$ cat config.mk
export PLATFORM = sky130hd
export DESIGN_NAME = ee354_calc_controller_flat
export DESIGN_NICKNAME = d
export VERILOG_FILES = /design/src/rtl/ee354_calc_controller_if.sv /design/src/rtl/ee354_calc_controller.sv /design/src/flat_wrapper.sv
export SDC_FILE = /design/constraint.sdc
export NUM_CORES = 1
export LEC_CHECK = 0
export CAP_MARGIN = 30
export CORE_ASPECT_RATIO = 0.8
export CORE_MARGIN = 4
export CORE_UTILIZATION = 47
export CTS_CLUSTER_SIZE = 30
export DETAILED_ROUTE_END_ITERATION = 10
export DONT_BUFFER_PORTS = 1
export PLACE_DENSITY = 0.72
export SETUP_SLACK_MARGIN = 0.05
export SLEW_MARGIN = 20
export SYNTH_ARGS = -nofsm -noshare
export SYNTH_HDL_FRONTEND = slang
export SYNTH_SLANG_ARGS = --single-unit
$ cat constraint.sdc
create_clock -name Clk -period 3.4 [get_ports Clk]
set_input_delay 0.85 -clock Clk [delete_from_list [all_inputs] [get_ports Clk]]
set_output_delay 0.85 -clock Clk [all_outputs]
set_load 0.02 [all_outputs]
$ cat src/rtl/ee354_calc_controller_if.sv
// Switch/button inputs and displayed results of the calculator controller.
// The master (top level or bench) drives Confirm/Ack/In; the controller drives the rest.
interface ee354_calc_controller_if #(
  parameter int unsigned WIDTH = 8
) ();
  logic                 Confirm;
  logic                 Ack;
  logic [15:0]          In;
  logic [WIDTH-1:0]     A;
  logic [WIDTH-1:0]     B;
  logic [1:0]           Op;
  logic [2*WIDTH-1:0]   Result;
  logic [WIDTH-1:0]     Remainder;
  logic                 Neg;
  logic                 Done;
  logic                 Err;
  logic [9:0]           State;

  modport master (
    output Confirm, Ack, In,
    input  A, B, Op, Result, Remainder, Neg, Done, Err, State
  );

  modport slave (
    input  Confirm, Ack, In,
    output A, B, Op, Result, Remainder, Neg, Done, Err, State
  );
endinterface

$ cat src/rtl/ee354_calc_controller.sv
// Calculator control unit: sequences operand/opcode entry and steps add, sub,
// shift-add multiply and repeated-subtraction divide.
module ee354_calc_controller #(
  parameter int unsigned WIDTH = 8
) (
  input logic                     Clk,
  input logic                     Reset,
  ee354_calc_controller_if.slave  bus
);
  localparam int unsigned RW   = 2 * WIDTH;
  localparam int unsigned CntW = $clog2(WIDTH);

  typedef enum logic [9:0] {
    QI     = 10'b1000000000,
    QGetA  = 10'b0100000000,
    QGetB  = 10'b0010000000,
    QGetOp = 10'b0001000000,
    QAdd   = 10'b0000100000,
    QSub   = 10'b0000010000,
    QMul   = 10'b0000001000,
    QDiv   = 10'b0000000100,
    QErr   = 10'b0000000010,
    QDone  = 10'b0000000001
  } state_e;

  state_e            state_q;
  logic [WIDTH-1:0]  a_q, b_q, rem_q;
  logic [1:0]        op_q;
  logic [RW-1:0]     result_q;
  logic              neg_q;
  logic [CntW-1:0]   cnt_q;

  logic [RW-1:0]     a_ext, b_ext;
  assign a_ext = {{WIDTH{1'b0}}, a_q};
  assign b_ext = {{WIDTH{1'b0}}, b_q};

  always_ff @(posedge Clk) begin
    if (Reset) begin
      state_q  <= QI;
      a_q      <= '0;
      b_q      <= '0;
      op_q     <= '0;
      result_q <= '0;
      rem_q    <= '0;
      neg_q    <= 1'b0;
      cnt_q    <= '0;
    end else begin
      unique case (state_q)
        QI: if (bus.Confirm) state_q <= QGetA;
        QGetA: if (bus.Confirm) begin
          a_q     <= bus.In[WIDTH-1:0];
          state_q <= QGetB;
        end
        QGetB: if (bus.Confirm) begin
          b_q     <= bus.In[WIDTH-1:0];
          state_q <= QGetOp;
        end
        QGetOp: if (bus.Confirm) begin
          op_q     <= bus.In[1:0];
          result_q <= '0;
          neg_q    <= 1'b0;
          cnt_q    <= '0;
          // Divide-by-zero goes to QErr, which must show a zero remainder.
          rem_q    <= (bus.In[1:0] == 2'b11 && b_q != '0) ? a_q : '0;
          unique case (bus.In[1:0])
            2'b00:   state_q <= QAdd;
            2'b01:   state_q <= QSub;
            2'b10:   state_q <= QMul;
            default: state_q <= (b_q != '0) ? QDiv : QErr;
          endcase
        end
        QAdd: begin
          result_q <= a_ext + b_ext;
          state_q  <= QDone;
        end
        QSub: begin
          if (a_q >= b_q) begin
            result_q <= a_ext - b_ext;
            neg_q    <= 1'b0;
          end else begin
            result_q <= b_ext - a_ext;
            neg_q    <= 1'b1;
          end
          state_q <= QDone;
        end
        QMul: begin
          if (b_q[cnt_q]) result_q <= result_q + (a_ext << cnt_q);
          cnt_q <= cnt_q + CntW'(1);
          if (cnt_q == CntW'(WIDTH - 1)) state_q <= QDone;
        end
        QDiv: begin
          if (rem_q >= b_q) begin
            rem_q    <= rem_q - b_q;
            result_q <= result_q + RW'(1);
          end else begin
            state_q <= QDone;
          end
        end
        QDone, QErr: if (bus.Ack) state_q <= QI;
        default: state_q <= QI;
      endcase
    end
  end

  assign bus.A         = a_q;
  assign bus.B         = b_q;
  assign bus.Op        = op_q;
  assign bus.Result    = result_q;
  assign bus.Remainder = rem_q;
  assign bus.Neg       = neg_q;
  assign bus.State     = state_q;
  assign bus.Done      = (state_q == QDone);
  assign bus.Err       = (state_q == QErr);
endmodule

$ cat src/flat_wrapper.sv
// flat-port wrapper written by rule: the top's interface ports become plain ports
module ee354_calc_controller_flat 
#(
  parameter int unsigned WIDTH = 8
)
  (Clk, Reset, bus_Confirm, bus_Ack, bus_In, bus_A, bus_B, bus_Op, bus_Result, bus_Remainder, bus_Neg, bus_Done, bus_Err, bus_State);
  ee354_calc_controller_if #(.WIDTH(WIDTH)) bus_i ();
  input logic Clk;
  input logic Reset;
  input wire logic [$bits(bus_i.Confirm)-1:0] bus_Confirm;
  input wire logic [$bits(bus_i.Ack)-1:0] bus_Ack;
  input wire logic [$bits(bus_i.In)-1:0] bus_In;
  output wire logic [$bits(bus_i.A)-1:0] bus_A;
  output wire logic [$bits(bus_i.B)-1:0] bus_B;
  output wire logic [$bits(bus_i.Op)-1:0] bus_Op;
  output wire logic [$bits(bus_i.Result)-1:0] bus_Result;
  output wire logic [$bits(bus_i.Remainder)-1:0] bus_Remainder;
  output wire logic [$bits(bus_i.Neg)-1:0] bus_Neg;
  output wire logic [$bits(bus_i.Done)-1:0] bus_Done;
  output wire logic [$bits(bus_i.Err)-1:0] bus_Err;
  output wire logic [$bits(bus_i.State)-1:0] bus_State;
  assign bus_i.Confirm = bus_Confirm;
  assign bus_i.Ack = bus_Ack;
  assign bus_i.In = bus_In;
  assign bus_A = bus_i.A;
  assign bus_B = bus_i.B;
  assign bus_Op = bus_i.Op;
  assign bus_Result = bus_i.Result;
  assign bus_Remainder = bus_i.Remainder;
  assign bus_Neg = bus_i.Neg;
  assign bus_Done = bus_i.Done;
  assign bus_Err = bus_i.Err;
  assign bus_State = bus_i.State;
  ee354_calc_controller #(.WIDTH(WIDTH)) u_core (.Clk(Clk), .Reset(Reset), .bus(bus_i));
endmodule
==> impl_metrics.toml, run 1 <==
[flow_run]
maxCapViolations = 0

[timing]
fmaxAchievable_ghz = 0.299
rsz0062_at_grt = "yes"
setup_viol = 0
period_share_pct = 98.3
skew_ns = 0.00912
hold_ws_ns = 0.571
slew_violations = 0
setup_ws_ns = 0.0578
finalHoldViolCount = 0
tns_ns = 0
tightest_slew_ns = 0.886
fin_crit_ns = 3.34
slew_headroom_pct = 40.9

[status]
outcome = "complete, no violations"

[grt]
grt_max_degree = 50
grt_pass1_wl_microns = 24800
antenna_found_initial = 0
grtUsageTotal_pct = 25.5
grt_pass1_vias = 4875
global_route.overflow_total = 0

[clock_network]
htree_levels = 2
clock_latency_ns = 0.30
root_buffer = "clkbuf_16"
cts_tree = "yes"
clk_pin_slew_ns = 0.09
clkSinkCount = 56
clockBufferDepth = 2
numCtsBuffers = 5

[critical_path]
endpoint_kind = "flip-flop"
crit_buf_inv = 1
critPathMaxStageDelay_ns = 0.44
slowest_stage = "dfxtp_4"
path_delay_family = "compound AO/OA/AOI/OAI gates"
critical_path_class = "flip-flop to flip-flop"
crit_arrival_ns = 3.51
startpoint_type = "flip-flop"
worstPathMaxFanout = 11
worstPathRequired_ns = 3.57
cp_cell_sequence = "mux2i_1 > o22a_1 > nor3_1 > buf_4 > ha_1 > a211oi_2 > nor2_1 > nor4_2 > nor3_2 > a221o_1 > o311a_1 > or3_1 > a31oi_1 > o21ai_0"

[synthesis]
ys_seq_area_share_pct = 22.6
synth.distinct_cells = 78
synth.avg_cell_area_sq_um = 8.01
ys_async_sr_fraction_pct = 0
synth_cells = 620
syn-cell-area_sq_um = 4970
synth-seq-cells = 56
synth_ff_type = "dfxtp_1"
synth_edf_count = 0
synth_warnings = 0
syn_nets = 694

[layout]
antenna_cells = 0
postLayoutCellArea_sq_um = 5750
drive_gt1_share_pct = 20.0
n_fill_cell = 968
area_delta_synth_final_pct = 15.8
fin_nets = 742

[power]
p_leak_nw = 2.33
p_total_mw = 1.78
ir_drop_mv = 0.294
powerDensity_nw_per_um2 = 310

[floorplanning]
die-area_sq_um = 12300
die_w_microns = 123
die_h_microns = 100
core_sq_um = 10300
initial_core_util_pct = 48.3
std_cell_rows = 33
num_io_pins = 75

[detailed_routing]
routed_wl_microns = 15300
wl_per_cell_microns = 18.9
ant_nets = 0
firstDrtPassIters = 6
vias = 4923
viasPerCell = 6.09
drcViolationCount = 0
drtIter0Drc = 440

[placement]
place_area_sq_um = 5530
globalplace.congestion = 0.972
dp_hpwl_microns = 11900
portBuffers = 0
post-place-ws_ns = -0.153

[worst_hold_path]
hold_class = "flip-flop to flip-flop"
## where the power goes
part / internal (mW) / total, mW / switching (mW)
clock network: 0.286 / 0.573 / 0.288
registers: 0.674 / 0.694 / 0.0200
logic: 0.217 / 0.517 / 0.300
## stage by stage
step / utilization [%] / std cells
floorplan: - / 620
global placement: 53.8 / 799
detailed placement: 53.8 / 799
CTS: 55.5 / 807
global route: 55.9 / 809
finish: 55.9 / 809
## cell type report
class	instances	area [sq um]	area share, %
inverter	31	116	2.02
clock buffer	5	125	2.18
sequential	56	1150	20.0
clock inverter	3	28.8	0.500
timing repair buffer	65	488	8.48
tap	140	175	3.05
multi-input combinational	509	3670	63.8
## metal layers
metal  vias to the layer above  routed length [microns]  track usage, %
met1                      2355                     6730            35.2
met4                         0                      218            5.51
met5                         -                        0               0
met3                        23                     1530            6.82
met2                       204                     6830            40.0
li1                       2341                        -               -
## worst paths after layout
path | startpoint | endpoint | slack, ns | depth (start not counted)
max | u_core.cnt_q[1] | u_core.bus.Result[14] | 0.06 | 14
max reg2reg | u_core.cnt_q[1] | u_core.bus.Result[14] | 0.06 | 14
min reg2reg | u_core.bus.Op[0] | u_core.bus.Op[0] | 0.57 | 2
min | u_core.bus.Op[0] | u_core.bus.Op[0] | 0.57 | 2
## flip-flops by register name, indices dropped and copies added, names as in the netlist
signal / cells
u_core.cnt_q: 3
u_core.bus.Op: 2
u_core.bus.A: 8
u_core.bus.Neg: 1
u_core.bus.Result: 16
u_core.bus.B: 8
u_core.bus.Remainder: 8
u_core.bus.State: 10
## logic make-up (layout without fill, tap and decap cells)
| group | Yosys count | in the layout | synth area share, % |
|---|---|---|---|
| AOI/OAI and AO/OA | 165 | 165 | 23.2 |
| xor gates and xnor gates | 21 | 21 | 3.70 |
| adders and majority gates | 54 | 54 | 14.4 |
| buffers and inverters | 55 | 104 | 4.81 |
| DFF | 56 | 56 | 22.6 |
| muxes | 36 | 36 | 7.96 |
| and+or+nand+nor | 233 | 233 | 23.4 |
## worst register-to-register path, delay by kind of cell (launching register included)
family	cells	cell delay (ns)
AOI/OAI and AO/OA	6	1.31
adders and majority gates	1	0.30
buffers and inverters	1	0.15
DFF	1	0.44
muxes	1	0.28
and+or+nand+nor	5	0.75
## placed cells by master (no fill, tap or decap), types with 4 or more instances in the layout
| cell | instances |
|---|---|
| o21a_1 | 5 |
| mux2_2 | 4 |
| clkbuf_16 | 5 |
| inv_1 | 31 |
| nand2b_1 | 4 |
| or3_1 | 5 |
| fa_1 | 4 |
| a211oi_1 | 12 |
| a31oi_1 | 9 |
| nor2_1 | 92 |
| a211oi_2 | 7 |
| o21bai_1 | 4 |
| o21ai_0 | 33 |
| nand3_1 | 17 |
| a222oi_1 | 4 |
| nor3_1 | 12 |
| buf_4 | 65 |
| xor2_1 | 7 |
| a21o_1 | 8 |
| a21oi_1 | 40 |
| xnor2_1 | 14 |
| mux2i_1 | 29 |
| ha_1 | 48 |
| dfxtp_1 | 46 |
| nor2b_1 | 10 |
| nand2_1 | 47 |
| dfxtp_4 | 7 |
## cells in the mapped netlist, drive strengths merged (11+ instances only)
library cell / count / area [sq um]
mux2i: 29 / 290
o21ai: 39 / 206
a211oi: 19 / 173
nor3: 16 / 96.4
nor2: 97 / 377
nor2b: 11 / 76.3
dfxtp: 56 / 1120
ha: 49 / 613
nand2: 49 / 186
clkbuf: 14 / 53.8
inv: 31 / 116
nand3: 20 / 110
xnor2: 14 / 123
a21oi: 42 / 214
## repair_timing
item / 4_1_cts / 5_1_grt
setup endpoints to repair: 4 / 4
setup buffers: 0 / 2
resized for setup: 6 / 8
hold buffers: 0 / 0
hold endpoints to repair: 0 / 0
pin swaps: 0 / 2
(Power assumes the default switching activity.)
==> inputs of run 2 (changes only) <==
Settings changed: PLACE_DENSITY 0.72 to 0.7.
Clock period 3.4 ns to 3.7 ns, I/O delays scaled along.
==> run 2 against run 1 <==
  * First-iteration DRC count increased by 18%
  * Cell count shrank 3.0%
  * Combinational power down 18%
  * Register-to-register slack improved by 0.18 ns
  * Worst setup slack better by 0.18 ns
  * Clock-buffer cell count stayed put
  * Total power decreased by 10%
  * Critical path type unchanged
  * Critical endpoint unchanged
  * Highest routed layer unchanged
==> impl_metrics.toml, run 2 (same netlist as run 1, synthesis figures left out) <==
[status]
outcome = "complete, no violations"

[grt]
antenna_found_initial = 0
grt_max_degree = 50
global_route.overflow_total = 0
grt_pass1_wl_microns = 24500
grtUsageTotal_pct = 25.2
grt_pass1_vias = 4689

[layout]
largest_reg_flops = 16
antenna_cells = 0
layout_common_cells = "93 x nor2_1, 49 x ha_1, 48 x nand2_1"
fin_cells = 785
multiInputGateArea_sq_um = 3650
final_common_cell = "nor2_1"
fin_nets = 718
area_delta_synth_final_pct = 11.7
n_fill_cell = 984
drive_gt1_share_pct = 16.3
ff_latch_area_sq_um = 1130

[flow_run]
maxCapViolations = 0

[timing]
tightest_slew_ns = 0.952
tns_ns = 0
setup_viol = 0
slew_violations = 0
period_share_pct = 93.7
hold_ws_ns = 0.544
setup_ws_ns = 0.234
slew_headroom_pct = 36.6
fin_crit_ns = 3.47
skew_ns = 0.0126
finalHoldViolCount = 0
fmaxAchievable_ghz = 0.289
rsz0062_at_grt = "no"

[critical_path]
cp_cell_sequence = "buf_12 > mux2_2 > nor3_1 > ha_1 > o21ai_0 > nor2_1 > nor4_2 > nor3_1 > a221o_1 > o311a_1 > or3_1 > a31oi_1 > o21ai_0"
endpoint_kind = "flip-flop"
startpoint_type = "flip-flop"
crit_arrival_ns = 3.64
slowest_stage = "dfxtp_2"
worstPathMaxFanout = 15
critical_path_class = "flip-flop to flip-flop"
r2r_slack_ns = 0.23
worstPathRequired_ns = 3.88
critPathMaxStageDelay_ns = 0.42

[detailed_routing]
wl_per_cell_microns = 19.6
viasPerCell = 6.10
drtIter0Drc = 519
vias = 4788
firstDrtPassIters = 5
routed_wl_microns = 15400
ant_nets = 0
drcViolationCount = 0

[clock_network]
root_buffer = "clkbuf_16"
clk_pin_slew_ns = 0.08
holdBufCountCts = 0
clkSinkCount = 56
clock_latency_ns = 0.31
numCtsBuffers = 5
post_cts_buffers = 0
clockBufferDepth = 2
cts_tree = "yes"
htree_levels = 2

[power]
ir_drop_mv = 0.252
powerDensity_nw_per_um2 = 288
p_leak_nw = 2.20

[placement]
globalplace.congestion = 0.962
dp_hpwl_microns = 11700
portBuffers = 0
dp.cells = 777
post-place-ws_ns = 0.0888

[worst_hold_path]
hold_class = "flip-flop to flip-flop"

[floorplanning]
die_h_microns = 100
num_io_pins = 75
die-area_sq_um = 12300
die_w_microns = 123
initial_core_util_pct = 48.3
std_cell_rows = 33
core_sq_um = 10300
==> run 2: layout make-up <==
| cell class | instances | share of cell area, % |
|---|---|---|
| clock buffers | 5 | 2.25 |
| clock inverters | 3 | 0.518 |
| inverters | 31 | 2.10 |
| multi-input cells | 509 | 65.7 |
| flip-flops and latches | 56 | 20.4 |
| well taps | 140 | 3.16 |
| repair buffers | 41 | 5.84 |
==> run 2: what timing repair did <==
action | 4_1_cts | 5_1_grt
pin swaps | 0 | 1
setup endpoints to repair | 1 | 2
resized for setup | 1 | 12
==> run 2: stage by stage <==
stage          total power [mW]  util, %  cell area (sq um)
2_1_floorplan             0.987        -               4980
3_3_place_gp               1.06     52.1               5360
3_5_place_dp               1.07     52.1               5360
4_1_cts                    1.60     53.7               5520
5_1_grt                    1.68     54.0               5550
6_report                   1.60     54.0               5550
==> run 2: critical path, delay by kind of cell (launching register included) <==
| kind | cells | cell delay [ns] |
|---|---|---|
| mux | 1 | 0.35 |
| buf+inv | 1 | 0.17 |
| fa+ha+maj | 1 | 0.34 |
| compound gates | 5 | 1.11 |
| flops | 1 | 0.42 |
| simple gates | 5 | 0.96 |
==> run 2: power by group <==
part	leakage (nW)	switching, mW	internal (mW)
clock network	0.0767	0.268	0.263
registers	0.456	0.0201	0.621
logic	1.67	0.254	0.172
==> run 2: worst paths after layout <==
check | from | endpoint | cells after the start
worst max-delay path | u_core.cnt_q[0] | u_core.bus.Result[14] | 13
worst min-delay path | u_core.cnt_q[0] | u_core.cnt_q[0] | 2
worst max register to register | u_core.cnt_q[0] | u_core.bus.Result[14] | 13
worst min register to register | u_core.cnt_q[0] | u_core.cnt_q[0] | 2
==> run 2: metal layers <==
layer  track usage (%)  part of all wire [%]
met1              34.5                    46
met3              7.66                   8.2
met2              38.5                    43
met5                 0                     0
met4              7.14                   2.2
==> inputs of run 3 (changes only) <==
Settings changed: SETUP_SLACK_MARGIN 0.05 to unset, SLEW_MARGIN 20 to 40.
==> run 3 against run 2 <==
  * Sequential cell count unchanged
  * Combinational power increased by 2%
  * Sequential power about the same
  * Worst setup slack worse by 0.085 ns
  * Global-route usage down 0.13 points
  * Die area unchanged
  * Largest power group unchanged
  * Critical path type unchanged
  * Hold slack improved by 0.016 ns
==> impl_metrics.toml, run 3 (same netlist as run 1, synthesis figures left out) <==
[status]
outcome = "complete, no violations"

[detailed_routing]
vias = 4790
firstDrtPassIters = 5
routed_wl_microns = 15200
highest_layer = "met4"
drtIter0Drc = 396
routed-wl-met2_microns = 6670
ant_nets = 0
drcViolationCount = 0
wl_per_cell_microns = 19.4
met1_length_microns = 7120
viasPerCell = 6.11
met3RoutedLength_microns = 1180

[timing]
fmaxAchievable_ghz = 0.282
slew_headroom_pct = 51.7
finalHoldViolCount = 0
slew_violations = 0
skew_ns = 0.00678
fin_crit_ns = 3.55
rsz0062_at_grt = "no"
period_share_pct = 96.0
tightest_slew_ns = 0.723
setup_viol = 0
tns_ns = 0

[critical_path]
worstPathRequired_ns = 3.87
cp-startpoint = "u_core.bus.State[9]"
reg2reg_from = "u_core.bus.State[9]"
worstPathMaxFanout = 5
startpoint_type = "flip-flop"
crit_arrival_ns = 3.72
critical_path_class = "flip-flop to flip-flop"
r2r_slack_ns = 0.15
endpoint_kind = "flip-flop"

[clock_network]
cts_tree = "yes"
clockBufferDepth = 2
clock_latency_ns = 0.31
htree_levels = 2
root_buffer = "clkbuf_16"
holdBufCountCts = 0
clkSinkCount = 56
numCtsBuffers = 5
clk_pin_slew_ns = 0.08

[floorplanning]
num_io_pins = 75
die_w_microns = 123
core_sq_um = 10300
initial_core_util_pct = 48.3
die_h_microns = 100
std_cell_rows = 33
die-area_sq_um = 12300

[power]
p_switching_mw = 0.546
p_leak_nw = 2.18
p_total_mw = 1.60
ir_drop_mv = 0.397
switching_share_pct = 34.1
combPwrFrac_pct = 27.2
powerDensity_nw_per_um2 = 290
intPower_mw = 1.06
sequentialPowerShare_pct = 39.8
clkPwrFrac_pct = 32.9

[grt]
grtUsageTotal_pct = 25.1
global_route.overflow_total = 0
antenna_found_initial = 0
grt_pass1_vias = 4552
grt_pass1_wl_microns = 24300
grt_max_degree = 50

[placement]
globalplace.congestion = 0.943
portBuffers = 0
dp_hpwl_microns = 11700

[layout]
drive_gt1_share_pct = 15.4
area_delta_synth_final_pct = 11.2
final_common_cell = "nor2_1"
antenna_cells = 0
layout_common_cells = "92 x nor2_1, 51 x dfxtp_1, 49 x ha_1"
largest_reg_flops = 16
fin_nets = 717

[worst_hold_path]
min_from = "u_core.bus.Op[1]"
hold_class = "flip-flop to flip-flop"

[flow_run]
maxCapViolations = 0
[run 3: changes by cell type in the layout (fill, tap and decap cells not counted), moves of 2 or more]
| cell | delta |
|---|---|
| dfxtp_2 | -7 |
| dfxtp_1 | +6 |
| o21ai_0 | +2 |
| o21ai_1 | -2 |
[run 3: repair_timing]
action                     CTS  global route
setup endpoints to repair    0             3
resized for setup            0            11
buffers inserted             0             1
[run 3: power groups by stage]
stage	Clock, mW	Combinational (mW)	Sequential [mW]
after global placement	0	0.405	0.652
after CTS	0.533	0.421	0.638
after global routing	0.553	0.476	0.640
after detailed placement	0	0.421	0.652
after floorplan	0	0.300	0.684
final	0.528	0.436	0.638
[run 3: path summary, 6_finish.rpt]
path,endpoint,cells past startpoint
worst min register to register,u_core.bus.Op[1],2
worst min-delay path,u_core.bus.Op[1],2
worst max register to register,u_core.bus.Result[14],15
worst max-delay path,u_core.bus.Result[14],15
[run 3: stage by stage]
stage | instance area (sq um) | hold slack (ns) | setup slack [ns] | instances | utilization, %
final | 5520 | 0.560 | 0.149 | 784 | 53.7
after floorplan | 4970 | 0.535 | 0.0151 | 620 | -
after detailed placement | 5320 | 0.549 | 0.0544 | 775 | 51.8
after global routing | 5520 | 0.608 | 0.0107 | 784 | 53.7
after global placement | 5320 | 0.548 | 0.170 | 775 | 51.8
after CTS | 5480 | 0.561 | 0.0350 | 783 | 53.3
[run 3: worst max-delay path: stages (launching register included)]
cell      delay [ns]
dfxtp_1         0.39
nor3_4          0.08
and3_1          0.17
nand2_1         0.11
o21ai_0         0.20
ha_1            0.29
fa_2            0.39
a211oi_2        0.19
nor2_1          0.10
nor4_2          0.14
nor3_1          0.12
a221o_1         0.35
o311a_1         0.31
or3_1           0.31
a31oi_1         0.17
o21ai_0         0.09
[run 3: final cells by class]
class / count / area [sq um]
Multi-Input combinational cell: 509 / 3640
Tap cell: 140 / 175
Timing Repair Buffer: 40 / 308
Sequential cell: 56 / 1130
Inverter: 31 / 116
Clock inverter: 3 / 28.8
Fill cell: 954 / 4760
Clock buffer: 5 / 125
[run 3: per-layer routing]
| metal | track usage, % | up-vias |
|---|---|---|
| met2 | 38.2 | 179 |
| met5 | 0 | - |
| li1 | - | 2283 |
| met3 | 5.46 | 25 |
| met1 | 36.0 | 2303 |
| met4 | 6.54 | 0 |
